`src/rtl/usr_pkg.sv`:
```
// Package for the usr_burst universal shift register.
// Holds the operation codes, the burst FSM state encoding and the
// single-step next-value function shared by the datapath.
// Optional feature macro used by this slice: USR_ABORT_EN (burst abort port).
package usr_pkg;

    // Widest register the step function supports; narrower users zero-extend.
    localparam int USR_MAX_W = 64;

    localparam logic [2:0] OP_NOP   = 3'b000;
    localparam logic [2:0] OP_SHR   = 3'b001;
    localparam logic [2:0] OP_SHL   = 3'b010;
    localparam logic [2:0] OP_LOAD  = 3'b011;
    localparam logic [2:0] OP_ROR   = 3'b100;
    localparam logic [2:0] OP_ROL   = 3'b101;
    localparam logic [2:0] OP_ASR   = 3'b110;
    localparam logic [2:0] OP_CLEAR = 3'b111;

    typedef enum logic [0:0] {
        ST_IDLE  = 1'b0,
        ST_SHIFT = 1'b1
    } state_t;

    // Shift-class ops are the ones that run as a counted burst.
    function automatic logic is_shift_op(input logic [2:0] op);
        logic r;
        case (op)
            OP_SHR, OP_SHL, OP_ROR, OP_ROL, OP_ASR: r = 1'b1;
            default:                                r = 1'b0;
        endcase
        return r;
    endfunction

    // One step of the register for an arbitrary width <= USR_MAX_W.
    // Bits above 'width' are always returned as zero.
    function automatic logic [USR_MAX_W-1:0] step_value(
        input logic [USR_MAX_W-1:0] q,
        input int                   width,
        input logic [2:0]           op,
        input logic                 ser_left_in,
        input logic                 ser_right_in,
        input logic [USR_MAX_W-1:0] data_in
    );
        logic [USR_MAX_W-1:0] mask;
        logic [USR_MAX_W-1:0] msb;
        logic [USR_MAX_W-1:0] r;
        int                   top;
        top  = width - 1;
        // Shifting by the full width yields zero, so width==USR_MAX_W gives all ones.
        mask = (USR_MAX_W'(1'b1) << width) - USR_MAX_W'(1'b1);
        msb  = (q >> top) & USR_MAX_W'(1'b1);
        case (op)
            OP_NOP:   r = q;
            OP_SHR:   r = (q >> 1'b1) | (USR_MAX_W'(ser_right_in) << top);
            OP_SHL:   r = (q << 1'b1) | USR_MAX_W'(ser_left_in);
            OP_LOAD:  r = data_in;
            OP_ROR:   r = (q >> 1'b1) | (USR_MAX_W'(q[0]) << top);
            OP_ROL:   r = (q << 1'b1) | msb;
            OP_ASR:   r = (q >> 1'b1) | (msb << top);
            OP_CLEAR: r = {USR_MAX_W{1'b0}};
            default:  r = q;
        endcase
        return r & mask;
    endfunction

endpackage

```
`src/rtl/usr_shift_step.sv`:
```
// Combinational single-step next value of the universal shift register.
// WIDTH must not exceed usr_pkg::USR_MAX_W.
module usr_shift_step
    import usr_pkg::*;
#(
    parameter int WIDTH = 8
) (
    input  logic [WIDTH-1:0] q,
    input  logic [2:0]       op,
    input  logic             ser_left_in,
    input  logic             ser_right_in,
    input  logic [WIDTH-1:0] data_in,
    output logic [WIDTH-1:0] q_next
);

    // Evaluate one step at full package width and keep the low WIDTH bits.
    always_comb begin
        q_next = WIDTH'(step_value(USR_MAX_W'(q), WIDTH, op, ser_left_in,
                                   ser_right_in, USR_MAX_W'(data_in)));
    end

endmodule

```
`src/rtl/usr_burst.sv`:
```
// usr_burst: universal shift register with a valid/ready command front end.
// Immediate ops (NOP/LOAD/CLEAR, or a shift with count 0) complete at the
// accepting edge; shift-class ops with count N run N autonomous steps.
// Optional feature macro: USR_ABORT_EN adds abort/aborted to cut a burst short.
module usr_burst
    import usr_pkg::*;
#(
    parameter int WIDTH = 8,
    parameter int CNT_W = $clog2(WIDTH + 1)
) (
    input  logic             clk,
    input  logic             reset,
    input  logic             cmd_valid,
    output logic             cmd_ready,
    input  logic [2:0]       cmd_op,
    input  logic [CNT_W-1:0] cmd_count,
    input  logic [WIDTH-1:0] data_in,
    input  logic             ser_left_in,
    input  logic             ser_right_in,
`ifdef USR_ABORT_EN
    input  logic             abort,
    output logic             aborted,
`endif
    output logic [WIDTH-1:0] parallel_data,
    output logic             ser_left_out,
    output logic             ser_right_out,
    output logic             busy,
    output logic             done
);

    state_t           state_r;
    state_t           state_nxt_s;
    logic [CNT_W-1:0] rem_r;
    logic [CNT_W-1:0] rem_nxt_s;
    logic [2:0]       op_r;
    logic [2:0]       op_nxt_s;
    logic [WIDTH-1:0] q_r;
    logic [WIDTH-1:0] q_nxt_s;
    logic             done_r;
    logic             done_nxt_s;
    logic [2:0]       step_op_s;
    logic [WIDTH-1:0] q_step_s;
    logic             accept_s;
`ifdef USR_ABORT_EN
    logic             aborted_r;
    logic             aborted_nxt_s;
`endif

    assign accept_s = cmd_valid && (state_r == ST_IDLE);

    // Pick the op the step unit evaluates: latched op while bursting,
    // otherwise the offered op, with shift-class count-0 commands as no change.
    always_comb begin
        step_op_s = OP_NOP;
        if (state_r == ST_SHIFT) begin
            step_op_s = op_r;
        end else if (is_shift_op(cmd_op)) begin
            step_op_s = OP_NOP;
        end else begin
            step_op_s = cmd_op;
        end
    end

    usr_shift_step #(
        .WIDTH (WIDTH)
    ) u_step (
        .q            (q_r),
        .op           (step_op_s),
        .ser_left_in  (ser_left_in),
        .ser_right_in (ser_right_in),
        .data_in      (data_in),
        .q_next       (q_step_s)
    );

    // Burst FSM: next state, remaining-step counter, register value and pulses.
    always_comb begin
        state_nxt_s = state_r;
        rem_nxt_s   = rem_r;
        op_nxt_s    = op_r;
        q_nxt_s     = q_r;
        done_nxt_s  = 1'b0;
`ifdef USR_ABORT_EN
        aborted_nxt_s = 1'b0;
`endif
        case (state_r)
            ST_IDLE: begin
                if (accept_s) begin
                    if (is_shift_op(cmd_op) && (cmd_count != {CNT_W{1'b0}})) begin
                        // Data is untouched at the accept edge; steps start next edge.
                        op_nxt_s    = cmd_op;
                        rem_nxt_s   = cmd_count;
                        state_nxt_s = ST_SHIFT;
                    end else begin
                        q_nxt_s    = q_step_s;
                        done_nxt_s = 1'b1;
                    end
                end else begin
                    q_nxt_s = q_r;
                end
            end
            ST_SHIFT: begin
`ifdef USR_ABORT_EN
                if (abort) begin
                    // Abort beats the step, including the final one.
                    state_nxt_s   = ST_IDLE;
                    rem_nxt_s     = {CNT_W{1'b0}};
                    aborted_nxt_s = 1'b1;
                end else begin
`endif
                    q_nxt_s   = q_step_s;
                    rem_nxt_s = rem_r - CNT_W'(1'b1);
                    if (rem_r == CNT_W'(1'b1)) begin
                        state_nxt_s = ST_IDLE;
                        done_nxt_s  = 1'b1;
                    end else begin
                        state_nxt_s = ST_SHIFT;
                    end
`ifdef USR_ABORT_EN
                end
`endif
            end
            default: begin
                state_nxt_s = ST_IDLE;
                rem_nxt_s   = {CNT_W{1'b0}};
            end
        endcase
    end

    // State, counter, data register and completion pulses; synchronous active-low reset.
    always_ff @(posedge clk) begin
        if (!reset) begin
            state_r <= ST_IDLE;
            rem_r   <= {CNT_W{1'b0}};
            op_r    <= OP_NOP;
            q_r     <= {WIDTH{1'b0}};
            done_r  <= 1'b0;
`ifdef USR_ABORT_EN
            aborted_r <= 1'b0;
`endif
        end else begin
            state_r <= state_nxt_s;
            rem_r   <= rem_nxt_s;
            op_r    <= op_nxt_s;
            q_r     <= q_nxt_s;
            done_r  <= done_nxt_s;
`ifdef USR_ABORT_EN
            aborted_r <= aborted_nxt_s;
`endif
        end
    end

    assign cmd_ready     = (state_r == ST_IDLE);
    assign busy          = (state_r == ST_SHIFT);
    assign done          = done_r;
    assign parallel_data = q_r;
    assign ser_left_out  = q_r[WIDTH-1];
    assign ser_right_out = q_r[0];
`ifdef USR_ABORT_EN
    assign aborted = aborted_r;
`endif

endmodule
```
`config.mk`:
```
export PLATFORM = sky130hd
export DESIGN_NAME = usr_burst
export DESIGN_NICKNAME = d
export VERILOG_FILES = /design/src/rtl/usr_pkg.sv /design/src/rtl/usr_shift_step.sv /design/src/rtl/usr_burst.sv
export SDC_FILE = /design/constraint.sdc
export NUM_CORES = 1
export LEC_CHECK = 0
export CAP_MARGIN = 20
export CORE_MARGIN = 10
export CORE_UTILIZATION = 40
export CTS_CLUSTER_SIZE = 25
export DETAILED_ROUTE_END_ITERATION = 6
export GPL_TIMING_DRIVEN = 0
export PLACE_DENSITY = 0.8
export SLEW_MARGIN = 5
export SYNTH_ARGS = -nofsm -noshare
export SYNTH_HDL_FRONTEND = slang
export SYNTH_SLANG_ARGS = --single-unit
export TNS_END_PERCENT = 10
```
`constraint.sdc`:
```
create_clock -name clk -period 2.4 [get_ports clk]
set_input_delay 0.72 -clock clk [delete_from_list [all_inputs] [get_ports clk]]
set_output_delay 0.72 -clock clk [all_outputs]
set_load 0.01 [all_outputs]
```
==> flow_metrics.py, run 1 <==
metrics = {
    "logic_synthesis": {
        "synthFlopType": "dfxtp_1",
        "synth_area_leaders": "dfxtp_1 (32%), nand2_1 (5.3%), a21oi_1 (5.1%), a221oi_1 (4.9%), mux2i_1 (4.7%)",
        "async_flop_share_pct": 0,
        "yosysWarningCount": 0,
        "synth_mux_area_share_pct": 4.67,
        "synth_commonest_cells": "dfxtp_1 (17), nand2_1 (15), a21oi_1 (11), nor2_1 (11)",
        "synth_compound_gate_area_share_pct": 26.7,
        "synth_top_area_share_pct": 31.7,
        "syn_area_um2": 1070,
        "yosys.area_share.simple_pct": 24.9,
        "synth_edf_count": 0,
        "ys_seq_area_share_pct": 31.7,
        "synth_top_family_by_area": "compound AO/OA/AOI/OAI gates",
        "syn_inst": 121,
        "syn_area_per_cell_um2": 8.86,
        "synth-seq-cells": 17,
        "synthMostInstantiatedCell": "dfxtp_1",
        "yosysTopAreaCell": "dfxtp_1",
        "synthDistinctLibCells": 45,
        "synth_fp_nets": 143,
        "synth_adder_area_share_pct": 2.33,
        "synth-xor-area-share_pct": 1.63,
    },
    "power_and_ir_drop": {
        "power_density_nw_per_um2": 509,
        "p_leak_uw": 0.000533,
        "power_frac_comb_pct": 32.5,
        "peakVddDrop_uv": 327,
        "netSwitchingFraction_pct": 31.7,
        "switchingPower_uw": 233,
        "seq_power_share_pct": 45.5,
        "internal-power_uw": 502,
        "power_frac_clock_pct": 22.0,
    },
    "drt": {
        "num_vias": 1056,
        "drt_wl_total_mm": 2.98,
        "postRouteAntennaNets": 0,
        "drtIter0Drc": 87,
        "first_pass_iters": 4,
        "drc": 0,
        "wl_per_cell_um": 16.1,
        "via_per_inst": 5.71,
    },
    "sta": {
        "setup_tns_ns": 0,
        "maxSlewViolCount": 0,
        "finClkSkew_ns": 0.000899,
        "relSlewSlack_pct": 63.8,
        "rsz0062_at_grt": "false",
        "period_minus_slack_ns": 2.23,
        "setup_viol": 0,
        "min_period_over_period_pct": 92.9,
        "fin_hold_ws_ns": 0.500,
        "fmax_mhz": 448,
        "finalHoldViolCount": 0,
        "worst_slew_pin_slew_ns": 0.540,
    },
    "grt": {
        "grt_pass1_wl_mm": 5.10,
        "grt-ovfl-total": 0,
        "antenna_found_initial": 0,
        "grt_pass1_vias": 1069,
        "grt_max_degree": 11,
        "grt.total_usage_pct": 12.0,
    },
    "cts": {
        "cts_buffers": 3,
        "cts.clk_slew.worst_paths_ns": 0.10,
        "clockRootBuffer": "clkbuf_4",
        "cts_setup_buffers": 0,
        "cts_tree": "yes",
        "cts.hold.buffers_added": 0,
        "max-clock-path-buffers": 2,
        "cts_sinks": 17,
        "clk_latency_ns": 0.30,
        "htree_levels": 1,
        "ctsResizeCount": 0,
    },
    "floorplan": {
        "die_h_um": 71.8,
        "coreArea_um2": 2520,
        "dieArea_um2": 5150,
        "die_w_um": 71.8,
        "rows": 18,
        "io_pins": 33,
        "initial_core_util_pct": 42.5,
    },
    "worst_setup_path": {
        "reg2reg_to": "parallel_data[7]",
        "worstPathRequired_ns": 1.68,
        "reg2reg_from": "op_r[0]",
        "critPathLaunchType": "flip-flop",
        "crit_chain": "buf_6, inv_1, clkdlybuf4s50_1",
        "crit_family": "buffers and inverters",
        "worstPathArrival_ns": 1.51,
        "crit_path_max_fanout": 19,
        "critPathSlowestCell": "clkdlybuf4s50_1",
        "critPathBufInv": 3,
        "rr_worst_depth": 4,
        "slowest_delay_ns": 0.56,
        "crit_type": "flip-flop to output pin",
        "reg2reg_slack_ns": 0.80,
        "end_kind": "output pin",
    },
    "worst_hold_path": {
        "hp-start": "parallel_data[3]",
        "hold_depth": 2,
        "hold_path.class": "flip-flop to flip-flop",
        "min_to": "parallel_data[4]",
    },
    "placed_design": {
        "place_hpwl_mm": 2.29,
        "gp_congestion": 0.766,
        "dpl_cell_area_um2": 1420,
        "placed_cells": 182,
        "io_buffers": 31,
    },
    "final_layout": {
        "stdcell_count": 185,
        "finish.instance_area_um2": 1440,
        "final_util_pct": 57.1,
        "fin_nets": 178,
        "drive_above_1_share_pct": 14.2,
        "antenna_cells": 0,
        "area_growth_pct": 34.4,
    },
    "run": {
        "drv_cap": 0,
    },
    "status": {
        "status": "finished clean",
    },
}
-- sequential cells by signal, summed over array words and instances (netlist names) --
name / cells
busy: 1
done: 1
op_r: 3
parallel_data: 8
rem_r: 4
-- worst max-delay path by stage --
| stage | from | endpoint | cells after the start |
|---|---|---|---|
| 6_report | busy | cmd_ready | 3 |
| 5_1_grt | busy | cmd_ready | 3 |
| 4_1_cts | busy | cmd_ready | 4 |
| 3_5_place_dp | cmd_op[0] | rem_r[3] | 5 |
| 3_3_place_gp | cmd_op[0] | rem_r[3] | 5 |
| 2_1_floorplan | cmd_op[0] | rem_r[1] | 3 |
-- area by class of cell --
| type | count | area (µm²) |
|---|---|---|
| fill | 225 | 1080 |
| multi-input combinational | 91 | 646 |
| sequential | 17 | 340 |
| timing repair buffer | 31 | 310 |
| buffer | 7 | 62.6 |
| tap | 30 | 37.5 |
| clock buffer | 4 | 26.3 |
| inverter | 5 | 18.8 |
-- placed cells by master (no fill, tap or decap), types with 2 or more instances in the layout --
| master | Yosys | layout |
|---|---|---|
| and4bb_2 | 2 | 2 |
| buf_4 | 3 | 3 |
| a311oi_1 | 2 | 2 |
| nand2_1 | 15 | 15 |
| clkdlybuf4s50_1 | 0 | 31 |
| dfxtp_1 | 17 | 17 |
| o31ai_1 | 2 | 2 |
| inv_1 | 4 | 4 |
| a21oi_1 | 11 | 11 |
| clkbuf_1 | 1 | 2 |
| a31o_2 | 3 | 3 |
| ha_1 | 2 | 2 |
| a221oi_1 | 6 | 6 |
| o21ai_0 | 6 | 6 |
| mux2i_1 | 5 | 5 |
| nor2_1 | 11 | 11 |
| clkbuf_4 | 0 | 3 |
| a211oi_1 | 2 | 2 |
-- stage by stage --
| stage | setup WS [ns] | total power (µW) |
|---|---|---|
| CTS | 0.00614 | 738 |
| floorplan | 0.648 | 475 |
| finish | 0.170 | 734 |
| global route | 0.100 | 783 |
| global placement | 0.0200 | 572 |
| detailed placement | 0.0110 | 580 |
-- power groups by stage --
stage	Sequential (µW)	Combinational (µW)	Clock (µW)
2_1_floorplan	342	133	0
3_3_place_gp	339	233	0
3_5_place_dp	340	240	0
4_1_cts	333	242	163
5_1_grt	338	264	181
6_report	334	239	162
-- layer usage --
metal	vias to the layer above	GRT usage, %	share of wire, %
met5	-	0	0
met4	0	6.02	1.5
met3	4	2.62	3.3
met2	24	20.7	53
met1	508	13.5	42
li1	520	-	-
-- worst register-to-register path: stages, from the launching register on --
cell	delay, ns
dfxtp_1	0.46
and4bb_1	0.26
a31o_4	0.24
a221o_1	0.35
a41o_1	0.20
-- kinds of logic after synthesis --
logic type / after synthesis
xor+xnor: 2
flops: 17
compound gates: 39
buf+inv: 13
simple gates: 43
fa+ha+maj: 2
mux: 5
No activity file was read; power rests on OpenSTA's default activity.
==> inputs of run 2 (changes only) <==
==> constraint.sdc (replaced) <==
create_clock -name clk -period 2.4 [get_ports clk]
set_input_delay 0.72 -clock clk [delete_from_list [all_inputs] [get_ports clk]]
set_output_delay 0.72 -clock clk [all_outputs]
set_load 0.02 [all_outputs]
==> run 2 against run 1 <==
Net effect: sequential power is essentially flat; flip-flop and latch count is the same; critical path type unchanged; final area grew 0.26%.
==> flow_metrics.py, run 2 (synthesis results as in run 1) <==
metrics = {
    "cts": {
        "cts_sinks": 17,
        "clk_latency_ns": 0.30,
        "cts_setup_buffers": 0,
        "cts.clk_slew.worst_paths_ns": 0.10,
        "clockRootBuffer": "clkbuf_4",
        "cts_tree": "yes",
        "max-clock-path-buffers": 2,
        "htree_levels": 1,
        "cts_buffers": 3,
    },
    "final_layout": {
        "antenna_cells": 0,
        "fill_cells": 225,
        "largest_reg_flops": 8,
        "area_growth_pct": 34.8,
        "final_cell_mix": "clkdlybuf4s50_1 (30), dfxtp_1 (17), nand2_1 (15)",
        "final_common_cell": "clkdlybuf4s50_1",
        "drive_above_1_share_pct": 14.7,
        "fin_nets": 179,
    },
    "sta": {
        "worst_slack_ns": 0.180,
        "maxSlewViolCount": 0,
        "relSlewSlack_pct": 64.7,
        "rsz0062_at_grt": "false",
        "setup_tns_ns": 0,
        "setup_viol": 0,
        "min_period_over_period_pct": 92.5,
        "worst_slew_pin_slew_ns": 0.527,
        "fmax_mhz": 450,
        "period_minus_slack_ns": 2.22,
        "finalHoldViolCount": 0,
        "finClkSkew_ns": 0.00127,
    },
    "grt": {
        "grt_max_degree": 11,
        "antenna_found_initial": 0,
        "grt_pass1_wl_mm": 5.10,
        "grt_pass1_vias": 1069,
        "grt.total_usage_pct": 12.0,
        "grt-ovfl-total": 0,
    },
    "drt": {
        "first_pass_iters": 5,
        "via_per_inst": 5.70,
        "drc": 0,
        "wl_per_cell_um": 16.0,
        "num_vias": 1061,
        "drtIter0Drc": 85,
        "postRouteAntennaNets": 0,
        "drt_wl_total_mm": 2.98,
    },
    "status": {
        "status": "finished clean",
    },
    "floorplan": {
        "io_pins": 33,
        "rows": 18,
        "die_w_um": 71.8,
        "initial_core_util_pct": 42.5,
        "coreArea_um2": 2520,
        "die_h_um": 71.8,
        "dieArea_um2": 5150,
    },
    "power_and_ir_drop": {
        "peakVddDrop_uv": 333,
        "p_leak_uw": 0.000537,
        "power_density_nw_per_um2": 518,
    },
    "worst_setup_path": {
        "critPathLaunchType": "flip-flop",
        "crit_type": "flip-flop to output pin",
        "end_kind": "output pin",
        "worstPathArrival_ns": 1.50,
        "crit_chain": "buf_6, buf_2, inv_1, dlygate4sd2_1",
        "worstPathRequired_ns": 1.68,
        "critPathSlowestCell": "dfxtp_1",
        "slowest_delay_ns": 0.38,
        "crit_start": "busy",
        "reg2reg_from": "op_r[0]",
        "crit_path_max_fanout": 10,
    },
    "worst_hold_path": {
        "hp-start": "parallel_data[3]",
        "hold_path.class": "flip-flop to flip-flop",
    },
    "placed_design": {
        "io_buffers": 31,
        "gp_congestion": 0.766,
        "place_hpwl_mm": 2.29,
        "post-place-ws_ns": 0.0110,
    },
    "run": {
        "drv_cap": 0,
    },
}
## run 2: cell types whose count changed in the layout (fill, tap and decap cells not counted)
| cell | previous run | this run |
|---|---|---|
| clkdlybuf4s50_1 | 31 | 30 |
| buf_2 | 0 | 1 |
| dlygate4sd2_1 | 0 | 1 |
## run 2: cell type report
cell class              instances  area, µm²  share of cell area [%]
plain buffers                   8       67.6                    4.68
clock buffers                   4       26.3                    1.82
inverters                       5       18.8                    1.30
multi-input cells              91        646                    44.7
flip-flops and latches         17        340                    23.5
well taps                      30       37.5                    2.60
repair buffers                 31        309                    21.4
## run 2: final timing paths
check	slack (ns)	endpoint	depth (start not counted)
hold reg to reg	0.50	parallel_data[4]	2
setup / recovery	0.18	cmd_ready	4
setup reg to reg	0.80	parallel_data[7]	4
hold / removal	0.50	parallel_data[4]	2
## run 2: critical path, delay by kind of cell, from the launching register on
family	cells	cell delay, ns
flip-flops	1	0.38
buffers and inverters	4	0.82
## run 2: power by group
part           internal [µW]  switching, µW  leakage, µW
combinational            128            126     0.000382
sequential               309           25.0     0.000140
clock                   64.8           96.4    0.0000150
total                    501            247     0.000537
## run 2: what timing repair did
item,CTS,global route
hold buffers,0,0
gates resized for setup,1,0
setup endpoints to repair,1,0
## run 2: metrics by stage
step	cell area, µm²	hold slack (ns)	util (%)	total power (µW)	cells
after detailed placement	1420	0.476	56.3	594	182
final	1450	0.497	57.3	749	186
after floorplan	1070	0.485	-	489	121
after global placement	1420	0.471	56.3	587	182
after global routing	1450	0.524	57.3	798	186
after CTS	1450	0.491	57.3	751	186
## run 2: layer usage
layer	up-vias	share of wire [%]	global-route usage, %
li1	522	-	-
met1	500	41	13.5
met2	35	53	20.7
met3	4	4.5	2.62
met4	0	1.5	6.02
met5	-	0	0
==> inputs of run 3 (changes only) <==
--- a/config.mk
+++ b/config.mk
@@ -11,6 +11,7 @@
 export CTS_CLUSTER_SIZE = 25
 export DETAILED_ROUTE_END_ITERATION = 6
 export GPL_TIMING_DRIVEN = 0
+export HOLD_SLACK_MARGIN = 0.12
 export PLACE_DENSITY = 0.8
 export SLEW_MARGIN = 5
 export SYNTH_ARGS = -nofsm -noshare
==> results of run 3 <==
No change in the layout: final DEF, timing and power equal those of run 2.
==> patch: new RTL, settings of run 1 <==
`WIDTH` is set to 8 in 2 places; all go to 16.
--- a/src/rtl/usr_shift_step.sv
+++ b/src/rtl/usr_shift_step.sv
@@ -3,7 +3,7 @@
 module usr_shift_step
     import usr_pkg::*;
 #(
-    parameter int WIDTH = 8
+    parameter int WIDTH = 16
 ) (
     input  logic [WIDTH-1:0] q,
     input  logic [2:0]       op,
--- a/src/rtl/usr_burst.sv
+++ b/src/rtl/usr_burst.sv
@@ -5,7 +5,7 @@
 module usr_burst
     import usr_pkg::*;
 #(
-    parameter int WIDTH = 8,
+    parameter int WIDTH = 16,
     parameter int CNT_W = $clog2(WIDTH + 1)
 ) (
     input  logic             clk,
Ports: changed (resized cmd_count, data_in and parallel_data); port bits go from 33 to 50. No check against the original RTL was run, so the function may have changed too.
==> patch against run 1 <==
  * Clock power is 130% higher
  * Non-clock buffer count is 28 higher
  * Sequential power is 59% higher
  * Register-to-register slack worse by 0.10 ns
  * Count of clock-buffer cells in the layout is 1 lower
  * Final area is 47% higher
  * Sequential cell count is 9 higher
  * Synthesized area is 39% higher
  * Total power is 78% higher
  * Setup slack better by 0.0063 ns
  * Synthesized cell count is 45% higher
  * Die area is 27% higher
  * Final cell count is 50% higher
  * Wire length is 60% higher
  * Largest power group unchanged
  * Highest routed layer unchanged
==> patch: results (changes against run 1) <==
synthesized-area fraction occupied by adder cells 1.68% (was 2.33%); outcome finished clean (unchanged); half-perimeter wire length of the detailed placement result 3.49 mm (was 2.29 mm); Nets 261 (was 178); R2R setup slack 0.70 ns (was 0.80 ns); share of layout cells above drive strength 1 11.8% (was 14.2%); switching power summed over all nets 393 uW (was 233 uW); cell-internal power 914 uW (was 502 uW); startpoint of the tightest hold check path rem_r[1]$_SDFFE_PN0P_ (was parallel_data[3]$_SDFFE_PN0P_); cell depth of the worst flop-to-flop path 6 (was 4); capturing point of the worst reg2reg path parallel_data[13]$_SDFFE_PN0P_ (was parallel_data[7]$_SDFFE_PN0P_); area share of xor/xnor cells in the synthesized design 1.18% (was 1.63%); slowest CP cell sky130_fd_sc_hd__or4_4 (was sky130_fd_sc_hd__clkdlybuf4s50_1); GRT Total Usage 14.0% (was 12.0%); met3 layer usage reported by global route 1.99% (was 2.62%); relative slew slack 67.4% (was 63.8%); compound-cell area share of the yosys netlist 39.6% (was 26.7%); post-synthesis mux area share 1.35% (was 4.67%); reg-to-reg startpoint busy$_SDFF_PN0_ (was op_r[0]$_SDFFE_PN0P_); Commonest cells post-synth sky130_fd_sc_hd__a21oi_1, sky130_fd_sc_hd__dfxtp_1, sky130_fd_sc_hd__o21ai_0 (was sky130_fd_sc_hd__dfxtp_1, sky130_fd_sc_hd__nand2_1, sky130_fd_sc_hd__a21oi_1, sky130_fd_sc_hd__nor2_1); input/output buffers 49 (was 31); area of placed instances 2040 um^2 (was 1420 um^2); insertion delay to the later sink of the worst-skew pair 0.28 ns (was 0.30 ns); Hold EP rem_r[1]$_SDFFE_PN0P_ (was parallel_data[4]$_SDFFE_PN0P_); placement-stage worst setup slack -0.128 ns (was 0.0110 ns); total nets after synthesis 207 (was 143); DRT iter0 DRCs 197 (was 87); min cycle time layout 2.22 ns (was 2.23 ns); launching element of the worst setup path cmd_count[2] (was busy$_SDFF_PN0_); PostCTS Resize Cnt 1 (was 0); static leakage 0.734 nW (was 0.533 nW); Worst Skew 0.00985 ns (was 0.000899 ns); Max VDD drop 0.000247 V (was 0.000327 V); synthesized area divided by synthesized cell count 8.44 um^2 (was 8.86 um^2); number of vias after detailed routing 1677 (was 1056); signal arrival time at the worst endpoint 2.39 ns (was 1.51 ns)
patch: changes by cell type after synthesis, sizes merged, moves of 9 or more:
cell	before	now
dfxtp	17	26
a222oi	1	14
a21oi	11	28
o21ai	7	21
patch: worst min-delay path: stages, from the launching register on:
cell and delay (ns):
sky130_fd_sc_hd__dfxtp_1 0.33, sky130_fd_sc_hd__nand2_1 0.06, sky130_fd_sc_hd__a221oi_1 0.06
patch: cell type report:
| class | instances | area (um^2) |
|---|---|---|
| plain buffers | 17 | 90.1 |
| clock buffers | 3 | 41.3 |
| clock inverters | 1 | 30.0 |
| fillers | 339 | 1520 |
| inverters | 7 | 26.3 |
| multi-input cells | 126 | 852 |
| flip-flops and latches | 26 | 520 |
| well taps | 48 | 60.1 |
| repair buffers | 49 | 493 |
patch: layer usage:
metal	vias to the layer above	share of wire, %
met4	0	1.5
met1	799	42
met3	10	5.7
met2	71	51
li1	797	-
met5	-	0
